**config.mk**
```make
export PLATFORM = sky130hd
export DESIGN_NAME = mem_port_arbiter
export DESIGN_NICKNAME = d
export VERILOG_FILES = /design/src/rtl/pf_mem_pkg.sv /design/src/rtl/mem_wait_counter.sv /design/src/rtl/mem_port_arbiter.sv
export SDC_FILE = /design/constraint.sdc
export NUM_CORES = 1
export LEC_CHECK = 0
export ABC_CLOCK_PERIOD_IN_PS = 1500
export BUFFER_PORTS_ARGS = -buffer_cell sky130_fd_sc_hd__buf_2
export CAP_MARGIN = 10
export CORE_MARGIN = 2
export CORE_UTILIZATION = 42
export CTS_BUF_LIST = sky130_fd_sc_hd__clkbuf_8 sky130_fd_sc_hd__clkbuf_16
export DETAILED_ROUTE_END_ITERATION = 10
export HOLD_SLACK_MARGIN = 0.12
export PLACE_DENSITY = 0.86
export SLEW_MARGIN = 20
export SYNTH_ARGS = -nofsm -noshare
export SYNTH_HDL_FRONTEND = slang
export SYNTH_SLANG_ARGS = --single-unit
export TNS_END_PERCENT = 100
```
**constraint.sdc**
```tcl
create_clock -name Clk -period 1.5 [get_ports Clk]
set_input_delay 0.15 -clock Clk [delete_from_list [all_inputs] [get_ports Clk]]
set_output_delay 0.15 -clock Clk [all_outputs]
set_load 0.005 [all_outputs]
```
**src/rtl/pf_mem_pkg.sv**
```systemverilog
// Shared encodings for the fetch/data memory port arbiter: FSM states,
// access attributes and grant identifiers, plus the round-robin pick.
package pf_mem_pkg;

   typedef enum logic [1:0] {
      ST_IDLE   = 2'b00,
      ST_IF_ACC = 2'b01,
      ST_DM_ACC = 2'b10
   } state_e;

   localparam logic       RW_WRITE  = 1'b1;
   localparam logic [1:0] SIZE_BYTE = 2'b00;
   localparam logic [1:0] SIZE_HALF = 2'b01;
   localparam logic [1:0] SIZE_WORD = 2'b10;
   localparam logic       GNT_IF    = 1'b0;
   localparam logic       GNT_DM    = 1'b1;

   // With both requesters eligible the one that did not win last time goes next.
   function automatic logic pick_grant(input logic if_elig, input logic dm_elig,
                                       input logic last_gnt);
      if (if_elig && dm_elig) return (last_gnt == GNT_IF) ? GNT_DM : GNT_IF;
      else if (dm_elig)       return GNT_DM;
      else                    return GNT_IF;
   endfunction

endpackage

```
**src/rtl/mem_wait_counter.sv**
```systemverilog
// Wait-state counter for one memory access: cleared on grant, advanced each
// access cycle, done once the configured number of extra cycles has elapsed.
module mem_wait_counter #(
   parameter int WAIT_CYCLES = 1,
   parameter int CNT_W       = 1
) (
   input  logic Clk,
   input  logic R,
   input  logic clr_i,
   input  logic inc_i,
   output logic done_o
);

   logic [CNT_W-1:0] cnt_q, cnt_d;

   always_comb begin
      cnt_d = cnt_q;
      if (clr_i)      cnt_d = '0;
      else if (inc_i) cnt_d = cnt_q + CNT_W'(1);
   end

   // NOTE: sequential state is updated only with non-blocking assignments.
   always_ff @(posedge Clk) begin
      if (R) cnt_q <= '0;
      else   cnt_q <= cnt_d;
   end

   assign done_o = (cnt_q == CNT_W'(WAIT_CYCLES));

endmodule

```
**src/rtl/mem_port_arbiter.sv**
```systemverilog
// Arbitrates a single-ported unified memory between instruction fetch and
// MEM-stage load/store, returning one-cycle valid pulses and pipeline stalls.
module mem_port_arbiter
   import pf_mem_pkg::*;
#(
   parameter int ADDR_W      = 9,
   parameter int WAIT_CYCLES = 1
) (
   input  logic              Clk,
   input  logic              R,
   input  logic              if_req,
   input  logic [ADDR_W-1:0] if_addr,
   output logic [31:0]       if_rdata,
   output logic              if_valid,
   input  logic              dm_req,
   input  logic              dm_rw,
   input  logic [ADDR_W-1:0] dm_addr,
   input  logic [31:0]       dm_wdata,
   input  logic [1:0]        dm_size,
   input  logic              dm_se,
   output logic [31:0]       dm_rdata,
   output logic              dm_valid,
   output logic              mem_en,
   output logic              mem_rw,
   output logic [ADDR_W-1:0] mem_addr,
   output logic [31:0]       mem_wdata,
   output logic [1:0]        mem_size,
   output logic              mem_se,
   input  logic [31:0]       mem_rdata,
   output logic              stall_if,
   output logic              stall_mem
);

   localparam int CNT_W = (WAIT_CYCLES > 0) ? $clog2(WAIT_CYCLES + 1) : 1;

   state_e            state_q, state_d;
   logic              last_gnt_q, last_gnt_d;
   logic              en_q, en_d, rw_q, rw_d, se_q, se_d;
   logic [ADDR_W-1:0] addr_q, addr_d;
   logic [31:0]       wdata_q, wdata_d;
   logic [1:0]        size_q, size_d;
   logic              if_valid_q, if_valid_d, dm_valid_q, dm_valid_d;
   logic [31:0]       if_rdata_q, if_rdata_d, dm_rdata_q, dm_rdata_d;
   logic              cnt_clr, cnt_inc, cnt_done, gnt;

   // A requester that completes this cycle is masked so it cannot be re-granted
   // before its pipeline stage has advanced and dropped or renewed the request.
   wire if_elig = if_req & ~if_valid_q;
   wire dm_elig = dm_req & ~dm_valid_q;

   mem_wait_counter #(.WAIT_CYCLES(WAIT_CYCLES), .CNT_W(CNT_W)) u_wait (
      .Clk    (Clk),
      .R      (R),
      .clr_i  (cnt_clr),
      .inc_i  (cnt_inc),
      .done_o (cnt_done)
   );

   always_comb begin
      // NOTE: every combinational output gets a default first so no latch is inferred.
      state_d    = state_q;
      last_gnt_d = last_gnt_q;
      en_d       = en_q;
      rw_d       = rw_q;
      se_d       = se_q;
      addr_d     = addr_q;
      wdata_d    = wdata_q;
      size_d     = size_q;
      if_valid_d = 1'b0;
      dm_valid_d = 1'b0;
      if_rdata_d = if_rdata_q;
      dm_rdata_d = dm_rdata_q;
      cnt_clr    = 1'b0;
      cnt_inc    = 1'b0;
      gnt        = pick_grant(if_elig, dm_elig, last_gnt_q);
      case (state_q)
         ST_IDLE: begin
            if (if_elig || dm_elig) begin
               last_gnt_d = gnt;
               en_d       = 1'b1;
               cnt_clr    = 1'b1;
               if (gnt == GNT_DM) begin
                  state_d = ST_DM_ACC;
                  rw_d    = dm_rw;
                  addr_d  = dm_addr;
                  wdata_d = dm_wdata;
                  size_d  = dm_size;
                  se_d    = dm_se;
               end else begin
                  state_d = ST_IF_ACC;
                  rw_d    = ~RW_WRITE;
                  addr_d  = if_addr;
                  size_d  = SIZE_WORD;
                  se_d    = 1'b0;
               end
            end
         end
         ST_IF_ACC, ST_DM_ACC: begin
            if (cnt_done) begin
               en_d    = 1'b0;
               state_d = ST_IDLE;
               if (state_q == ST_IF_ACC) begin
                  if_valid_d = 1'b1;
                  if_rdata_d = mem_rdata;
               end else begin
                  dm_valid_d = 1'b1;
                  if (rw_q != RW_WRITE) dm_rdata_d = mem_rdata;
               end
            end else begin
               cnt_inc = 1'b1;
            end
         end
         default: state_d = ST_IDLE;
      endcase
   end

   always_ff @(posedge Clk) begin
      if (R) begin
         state_q    <= ST_IDLE;
         last_gnt_q <= GNT_IF;
         en_q       <= 1'b0;
         rw_q       <= 1'b0;
         se_q       <= 1'b0;
         addr_q     <= '0;
         wdata_q    <= '0;
         size_q     <= SIZE_BYTE;
         if_valid_q <= 1'b0;
         dm_valid_q <= 1'b0;
         if_rdata_q <= '0;
         dm_rdata_q <= '0;
      end else begin
         state_q    <= state_d;
         last_gnt_q <= last_gnt_d;
         en_q       <= en_d;
         rw_q       <= rw_d;
         se_q       <= se_d;
         addr_q     <= addr_d;
         wdata_q    <= wdata_d;
         size_q     <= size_d;
         if_valid_q <= if_valid_d;
         dm_valid_q <= dm_valid_d;
         if_rdata_q <= if_rdata_d;
         dm_rdata_q <= dm_rdata_d;
      end
   end

   assign mem_en    = en_q;
   assign mem_rw    = rw_q;
   assign mem_addr  = addr_q;
   assign mem_wdata = wdata_q;
   assign mem_size  = size_q;
   assign mem_se    = se_q;
   assign if_valid  = if_valid_q;
   assign dm_valid  = dm_valid_q;
   assign if_rdata  = if_rdata_q;
   assign dm_rdata  = dm_rdata_q;
   assign stall_if  = if_req & ~if_valid_q;
   assign stall_mem = dm_req & ~dm_valid_q;

endmodule
```
==> impl_results.md <==
- Status: complete, but fails checks
- Failing checks: negative setup slack
- Core area: 10100 um^2
- Net Count, Synth: 618
- Synth cell count leaders: nand2_1 (195), dfxtp_1 (116), a21oi_1 (98)
- Vias: 4898
- Row count: 37
- Measured slew at the worst slew-check pin: 0.409 ns
- Die ar.: 11100 um^2
- Crit path time final: 1.61 ns
- Antenna diodes: 0
- CP max stage delay: 0.43 ns
- Fillcell total: 639
- Predominant post-synthesis flop cell: dfxtp_1
- Design Area, Final: 7530 um^2
- Post-synth top area share: 53.7%
- NumNets Final: 923
- WL per Instance: 16.2 um
- Relative slew slack: 72.4%
- CP Class: reg -> reg
- Tot Pwr: 9.47 mW
- Iteration-0 DRC Markers: 304
- Slowest cell on the critical path: or3_4
- Max VDD drop: 855 uV
- Remaining global-route overflow: 0
- Final setup viols: 32
- Startpoint type of the worst setup path: register
- CTS sink count: 116
- Pre-Repair DR Iteration Count: 5
- Clock-pin slew of the registers on the worst-case setup and hold paths: 0.06 ns
- Antenna violations before repair: 0
- Starting Density: 42.7%
- YS warnings: 0
- Ports: 204
- Crit-path cells: inv_2 > ha_4 > nand2_4 > or3_4 > buf_12 > nand2_2 > a21oi_1
- Vias in the first global route: 4993
- Register area share after synthesis: 53.7%
- Met2 GRT Util: 48.1%
- Finished Layout Cells: 979
- DRC: 0
- Ys async rst share: 0%
- CP top delay family: simple AND/OR/NAND/NOR gates
- Pwr dens: 1260 nW/um^2
- Yosys top cell by area: dfxtp_1
- Gpl congestion: 0.805
- Mapped cell area: 4330 um^2
- Worst Hold Slack: 0.293 ns
- Die H: 105 um
- Setup WS post-layout: -0.107 ns
- Most numerous cell in the Yosys netlist: nand2_1
- WP buf/inv: 2
- Routed Antenna Nets: 0
- Clock buffer count from CTS: 17
- EDFF count, synth: 0
- Root Buffer: clkbuf_8
- Placed cell count: 846
- Area delta synth->final: 73.9%
- Met3 usage: 7.67%
- Leakage: 3.30 nW
- Final Hold Viols: 0
- Ratio of cells with drive above 1 in the final layout: 42.2%
- Largest net degree at the start of global routing: 44
- Clk_lat worst skew: 0.51 ns
- Crit. End Element: register
- Clock Tree Buf Depth: 2
- Drt total wl: 15.9 mm
- Worst Hold Class: in -> reg
- Grt met1 use: 28.9%
- Fin. max-slew vios: 0
- WP data arrival: 1.98 ns
- Global-route wire length before repair: 23.8 mm
- CP Data Required Time: 1.87 ns
- Placed instance area: 5560 um^2
- Period utilization: 107%
- Post-synth cell types: 36
- Flops & latches, synth: 116
- Port Buffers: 203
- Cells after synthesis: 525
- Reg area: 2320 um^2
- CTS tree: built
- GRT Total Usage: 26.7%
- Avg Vias per Cell: 5.00
- Fmax achieved: 622 MHz
- CTS H-tree lvls: 4
- Synth top area cells: dfxtp_1 (54%), nand2_1 (17%), a21oi_1 (11%)
- GRT Max-Usage Layer: met2
- RSZ-0062 raised after global routing: true
- Final HPWL DP: 8.40 mm
- Multi-input gate area: 2030 um^2
- Fin Clk Skew: 0.00785 ns
- Mean post-synth cell area: 8.24 um^2
- Die Width: 105 um
- Max-cap violations: 0
- CP max FO: 8
## metrics by stage
| stage | setup TNS (ns) | utilization, % | setup slack [ns] |
|---|---|---|---|
| floorplan | -0.411 | - | -0.0158 |
| global placement | 0 | 54.9 | 0.00829 |
| detailed placement | -0.399 | 54.9 | -0.0290 |
| CTS | -1.71 | 72.0 | -0.0617 |
| global route | -3.74 | 74.2 | -0.151 |
| finish | -2.56 | 74.2 | -0.107 |
## worst paths after layout
path,startpoint,endpoint,slack (ns),cells past startpoint
hold / removal,if_req,mem_wdata[6]$_SDFFE_PP0P_,0.29,6
hold reg to reg,if_rdata[10]$_SDFFE_PP0P_,if_rdata[10]$_SDFFE_PP0P_,0.45,2
setup reg to reg,state_q[0]$_SDFFE_PP0P_,dm_rdata[21]$_SDFFE_PP0P_,-0.11,7
setup / recovery,state_q[0]$_SDFFE_PP0P_,dm_rdata[21]$_SDFFE_PP0P_,-0.11,7
## registers in the layout (all words and copies together), names as in the netlist
signal         cells
dm_rdata          32
dm_valid           1
if_rdata          32
if_valid           1
last_gnt_q         1
mem_addr           9
mem_en             1
mem_rw             1
mem_se             1
mem_size           2
mem_wdata         32
state_q            2
u_wait.done_o      1
## routing by layer
| layer | vias up | part of all wire (%) |
|---|---|---|
| met4 | 0 | 2.5 |
| met5 | - | 0 |
| met2 | 239 | 52 |
| li1 | 2331 | - |
| met1 | 2288 | 38 |
| met3 | 40 | 7.9 |
## logic make-up (layout without fill, tap and decap cells)
group	Yosys count	after routing	share of synthesized area [%]
and+or+nand+nor	236	236	22.2
DFF	116	116	53.7
buffers and inverters	41	359	5.44
adders and majority gates	3	3	0.868
AOI/OAI and AO/OA	129	129	17.9
## layout make-up
cell class / instances / area share (%)
timing repair buffer: 323 / 31.1
clock buffer: 21 / 6.23
multi-input combinational: 368 / 27.0
sequential: 116 / 30.9
clock inverter: 11 / 2.31
tap: 136 / 2.26
inverter: 4 / 0.233
## layout by cell type (no fill, tap or decap), types with 2 or more instances in the layout
master,synthesis,final
dlygate4sd3_1,0,88
buf_12,0,9
dfxtp_2,0,2
clkbuf_16,0,18
o21ai_0,2,2
a21oi_2,10,30
inv_2,1,2
clkinv_4,0,3
dfxtp_1,116,114
a211oi_2,6,6
nor2_1,15,15
buf_2,11,202
nand2_1,195,167
a22oi_1,3,3
bufinv_16,0,4
clkbuf_8,0,5
a21oi_1,98,78
clkinvlp_4,0,3
buf_16,0,2
buf_4,2,17
nand2_4,0,15
nand2_2,11,24
buf_6,8,3
a211oi_1,3,3
nand2b_1,2,2
nor3_1,2,2
## power breakdown
part / switching (mW) / internal [mW]
clock network: 1.46 / 2.88
logic: 0.855 / 0.850
registers: 0.131 / 3.30
total: 2.44 / 7.03
## worst register-to-register path, delay by kind of cell (launching register included)
| family | cells | cell delay [ns] |
|---|---|---|
| adders and majority gates | 1 | 0.27 |
| DFF | 1 | 0.34 |
| AOI/OAI and AO/OA | 1 | 0.06 |
| and+or+nand+nor | 3 | 0.55 |
| buffers and inverters | 2 | 0.24 |
## what timing repair did
item | 4_1_cts | 5_1_grt
endpoints found under the hold margin | 111 | 0
setup endpoints to repair | 37 | 59
gates resized for setup | 38 | 38
cloned | 2 | 3
hold buffers | 88 | 0
pin swaps | 25 | 7
setup buffers | 4 | 4
(Power assumes the default switching activity.)
